`config.mk`:
```
export PLATFORM = sky130hd
export DESIGN_NAME = rr_stream_mux
export DESIGN_NICKNAME = d
export VERILOG_FILES = /design/src/rtl/rr_stream_mux_pkg.sv /design/src/rtl/rr_stream_mux_arbiter.sv /design/src/rtl/rr_stream_mux.sv
export SDC_FILE = /design/constraint.sdc
export NUM_CORES = 1
export LEC_CHECK = 0
export BUFFER_PORTS_ARGS = -buffer_cell sky130_fd_sc_hd__buf_2
export CAP_MARGIN = 20
export CORE_ASPECT_RATIO = 1.5
export CORE_MARGIN = 2
export CORE_UTILIZATION = 45
export CTS_BUF_LIST = sky130_fd_sc_hd__clkbuf_2 sky130_fd_sc_hd__clkbuf_4 sky130_fd_sc_hd__clkbuf_8
export DETAILED_ROUTE_END_ITERATION = 16
export GPL_TIMING_DRIVEN = 0
export PLACE_DENSITY = 0.79
export SLEW_MARGIN = 20
export SYNTH_ARGS = -nofsm -noshare
export SYNTH_HDL_FRONTEND = slang
export SYNTH_SLANG_ARGS = --single-unit
```
`constraint.sdc`:
```
create_clock -name clk -period 2.4 [get_ports clk]
set_input_delay 0.36 -clock clk [delete_from_list [all_inputs] [get_ports clk]]
set_output_delay 0.36 -clock clk [all_outputs]
set_load 0.02 [all_outputs]
```
`src/rtl/rr_stream_mux_pkg.sv`:
```
// Shared constants for the round-robin / fixed-select stream mux.
package rr_stream_pkg;
    localparam logic MODE_FIXED = 1'b0;
    localparam logic MODE_RR    = 1'b1;
    localparam int   DEF_WIDTH  = 8;
    localparam int   DEF_NCH    = 4;
endpackage

```
`src/rtl/rr_stream_mux_arbiter.sv`:
```
// Combinational rotating-priority arbiter: search starts one past ptr, wrapping modulo NCH.
module rr_arbiter #(
    parameter int NCH  = 4,
    parameter int SELW = 2
) (
    input  logic [NCH-1:0]  req,
    input  logic [SELW-1:0] ptr,
    output logic [NCH-1:0]  gnt,
    output logic [SELW-1:0] gnt_idx
);
    logic found;

    // Outer loop walks priority order; inner loop keeps every index constant.
    always_comb begin
        gnt     = '0;
        gnt_idx = '0;
        found   = 1'b0;
        for (int k = 1; k <= NCH; k++) begin
            for (int i = 0; i < NCH; i++) begin
                if (!found && (i == (int'(ptr) + k) % NCH) && req[i]) begin
                    found   = 1'b1;
                    gnt[i]  = 1'b1;
                    gnt_idx = SELW'(i);
                end
            end
        end
    end
endmodule

```
`src/rtl/rr_stream_mux.sv`:
```
// NCH:1 valid/ready stream mux with fixed or round-robin select and a one-entry output register.
module rr_stream_mux
    import rr_stream_pkg::*;
#(
    parameter int WIDTH = DEF_WIDTH,
    parameter int NCH   = DEF_NCH,
    parameter int SELW  = 2
) (
    input  logic                 clk,
    input  logic                 rst,
    input  logic                 mode,
    input  logic [SELW-1:0]      sel,
    input  logic [NCH*WIDTH-1:0] in_data,
    input  logic [NCH-1:0]       in_valid,
    output logic [NCH-1:0]       in_ready,
    output logic [WIDTH-1:0]     out_data,
    output logic [SELW-1:0]      out_ch,
    output logic                 out_valid,
    input  logic                 out_ready
);
    localparam logic [SELW-1:0] PTR_RST = SELW'(NCH - 1);

    logic [SELW-1:0]  ptr;
    logic [NCH-1:0]   rr_gnt, fx_gnt, gnt;
    logic [SELW-1:0]  rr_idx, gnt_idx;
    logic [WIDTH-1:0] gnt_data;
    logic             load_en, xfer;

    rr_arbiter #(.NCH(NCH), .SELW(SELW)) u_arb (
        .req     (in_valid),
        .ptr     (ptr),
        .gnt     (rr_gnt),
        .gnt_idx (rr_idx)
    );

    // Matching sel against every channel index means sel >= NCH simply never hits.
    always_comb begin
        fx_gnt = '0;
        for (int i = 0; i < NCH; i++)
            if (sel == SELW'(i)) fx_gnt[i] = in_valid[i];
    end

    always_comb begin
        gnt_data = '0;
        for (int i = 0; i < NCH; i++)
            if (gnt[i]) gnt_data = in_data[i*WIDTH +: WIDTH];
    end

    assign gnt      = (mode == MODE_RR) ? rr_gnt : fx_gnt;
    assign gnt_idx  = (mode == MODE_RR) ? rr_idx : sel;
    assign load_en  = !out_valid | out_ready;
    assign in_ready = (load_en && !rst) ? gnt : '0;
    assign xfer     = |(in_valid & in_ready);

    always_ff @(posedge clk) begin
        if (rst) begin
            out_valid <= 1'b0;
            out_data  <= '0;
            out_ch    <= '0;
            ptr       <= PTR_RST;
        end else if (xfer) begin
            out_valid <= 1'b1;
            out_data  <= gnt_data;
            out_ch    <= gnt_idx;
            if (mode == MODE_RR) ptr <= gnt_idx;
        end else if (out_ready) begin
            out_valid <= 1'b0;
        end
    end
endmodule

```
==> qor.csv <==
stage,metric,value,unit
worst_setup_path,worstSetupPathType,register to output port,
global_routing,grt_remaining_overflow,0,
clock_tree,clockBufferDepth,2,
power,power_frac_seq,33.9,%
logic_synthesis,ys.flop_type,dfxtp_1,
power,p_leak,0.687,nW
global_routing,grt_util_all_layers,23.2,%
worst_setup_path,critPathLaunchType,register,
worst_setup_path,worstPathArrival,1.97,ns
routing,drt-total-wl,3350,µm
placement,placed_cells,227,
routing,vias,1393,
power,p_sw,282,µW
routing,wl_per_cell,14.4,µm
sta,tns,0,ns
worst_setup_path,regToRegSetupSlack,0.28,ns
finish,layout-drive-gt1-share,38.3,%
sta,final_hold_viol_count,0,
job,drv_cap,0,
sta,slew_viol_final,0,
placement,io_buffers,55,
clock_tree,clk_latency,0.29,ns
worst_hold_path,min_path_type,primary input to register,
worst_setup_path,critPathMaxFanout,10,
logic_synthesis,syn-num-nets,190,
placement,dp.final_hpwl,2600,µm
finish,area_growth,32.5,%
sta,post-route-period-util,97.1,%
power,p_sw_share,37.9,%
clock_tree,h-tree-depth,1,
logic_synthesis,synth_warnings,0,
sta,fin_worst_skew,0.00716,ns
sta,worst_pin_slew,0.498,ns
worst_setup_path,crit_path_end_kind,output port,
logic_synthesis,async_flop_share,0,%
sta,setup_viol,0,
clock_tree,clk_pin_slew_worst_paths,0.08,ns
global_routing,grt_max_degree,11,
power,clkPwrFrac,20.9,%
worst_setup_path,reg2reg_from,ptr[1]$_SDFFE_PP1P_,
power,power-per-cell-area,497,nW/µm²
logic_synthesis,synthesis.area,1130,µm²
floorplanning,core,2420,µm²
worst_hold_path,worstHoldStart,rst,
logic_synthesis,syn_avg_cell_area,7.62,µm²
sta,min_period,2.33,ns
floorplanning,dieArea,2930,µm²
floorplanning,die_w,44.9,µm
sta,max_freq,429,MHz
global_routing,grt_pass1_vias,1231,
global_routing,grt_pass1_wl,5150,µm
power,combPwrFrac,45.1,%
sta,timing.hold.ws,0.310,ns
power,irDropWorstVdd,258,µV
finish,nNetsFinal,252,
logic_synthesis,ys_seq_elements,13,
logic_synthesis,synth_edf_count,0,
power,finalPower,743,µW
placement,place_congestion,0.894,
routing,drtAntennaViolNets,0,
routing,drt-vias-per-instance,5.98,
routing,drc,0,
clock_tree,cts_made_buffers,3,
worst_setup_path,cp-startpoint,ptr[1]$_SDFFE_PP1P_,
floorplanning,ioPinCount,57,
logic_synthesis,ys_types,39,
logic_synthesis,yosysSeqAreaShare,23.1,%
routing,drt_iter0_drc,38,
floorplanning,die_height,65.3,µm
clock_tree,cts.sinks,13,
floorplanning,start_util,46.5,%
logic_synthesis,netlist_instances,148,
finish,num_antenna_cells,0,
floorplanning,row_count,22,
sta,relSlewSlack,66.7,%
global_routing,antenna_found_initial,0,
worst_setup_path,crit_required,2.04,ns
sta,rsz0062_at_grt,false,
power,internal_power,461,µW
clock_tree,cts_tree,done,
clock_tree,root_buffer,clkbuf_4,
finish,final_cells,233,
routing,first_pass_iters,4,
outcome,outcome,"complete, no violations",
layout by cell type, fill, tap and decap left out, types with 2 or more instances in the layout:
master    Yosys  routed
nand2b_1      4       4
mux2i_1       2       2
nand2_1       2       2
nand3b_1      2       2
a221o_1       8       8
a221oi_1      7       7
a21oi_1      15      14
and2_1        5       5
clkbuf_1      2       2
a21oi_2       2       3
buf_4         0       2
o21a_1        9       9
dfxtp_1      13      13
inv_1        11      11
buf_2         7      62
clkbuf_4      0       4
nor2b_1       3       3
nor2_1       22      22
o21ai_0      10      10
metrics by stage:
step	worst slack, ns	utilization [%]	area [µm²]
floorplan	0.463	-	1130
global placement	0.187	59.1	1430
detailed placement	0.132	59.1	1430
CTS	0.0475	60.9	1480
global route	0.0115	61.7	1490
finish	0.0705	61.7	1490
power groups by stage:
stage | clock network [mW] | logic (mW) | registers, mW
floorplan | 0 | 0.193 | 0.283
global placement | 0 | 0.316 | 0.256
detailed placement | 0 | 0.324 | 0.258
CTS | 0.156 | 0.329 | 0.252
global route | 0.163 | 0.367 | 0.254
finish | 0.156 | 0.335 | 0.252
per-layer routing:
metal | routed length (µm) | vias up | part of all wire [%] | global-route usage, %
met5 | 0 | - | 0 | 0
met4 | 65 | 0 | 1.9 | 11.0
met3 | 224 | 10 | 6.7 | 2.47
met2 | 1760 | 70 | 52 | 42.0
met1 | 1300 | 633 | 39 | 25.7
li1 | - | 680 | - | -
cell type report:
class	instances	area, µm²
Sequential cell	13	260
Buffer	10	53.8
Tap cell	24	30.0
Timing Repair Buffer	57	290
Inverter	11	41.3
Fill cell	244	928
Clock buffer	4	30.0
Multi-Input combinational cell	114	788
cell families after synthesis:
logic type,share of synthesized area [%]
AOI/OAI and AO/OA,42.8
buffers and inverters,8.43
and+or+nand+nor,20.4
muxes,5.22
DFF,23.1
worst max-delay path: stages, from the launching register on:
cell and delay (ns):
dfxtp_1 0.34, buf_2 0.20, o21bai_1 0.16, nand4b_1 0.14, a21oi_2 0.26, buf_2 0.28
and2_1 0.15, buf_2 0.16
synthesized netlist by cell type (2+ instances only):
library cell / number / area (µm²)
nor2_1: 22 / 82.6
buf_2: 7 / 35.0
o21ai_0: 10 / 50.1
mux2i_1: 2 / 20.0
o21a_1: 9 / 67.6
a221o_1: 8 / 80.1
a21oi_1: 15 / 75.1
inv_1: 11 / 41.3
a221oi_1: 7 / 61.3
clkbuf_1: 2 / 7.51
nand2_1: 2 / 7.51
nor2b_1: 3 / 18.8
o21ai_1: 2 / 10.0
nand3b_1: 2 / 15.0
nand2b_1: 4 / 25.0
dfxtp_1: 13 / 260
a21oi_2: 2 / 17.5
mux2i_2: 2 / 27.5
and2_1: 5 / 31.3
registers in the layout (all words and copies together), names as in the netlist:
signal and cells:
out_data 8, out_valid 1, out_ch 2, ptr 2
final timing paths:
check,endpoint,cells past startpoint
worst max-delay path,in_ready[1],7
worst min-delay path,out_data[5]$_SDFFE_PP0P_,2
worst max register to register,out_data[4]$_SDFFE_PP0P_,8
worst min register to register,out_data[0]$_SDFFE_PP0P_,2
repair_timing:
action / 4_1_cts / 5_1_grt
endpoints found under the setup margin: 2 / 2
resized for setup: 2 / 1
hold buffers: 0 / 0
buffers inserted: 0 / 2
cloned: 0 / 0
pin swaps: 0 / 0
(Power assumes the default switching activity.)
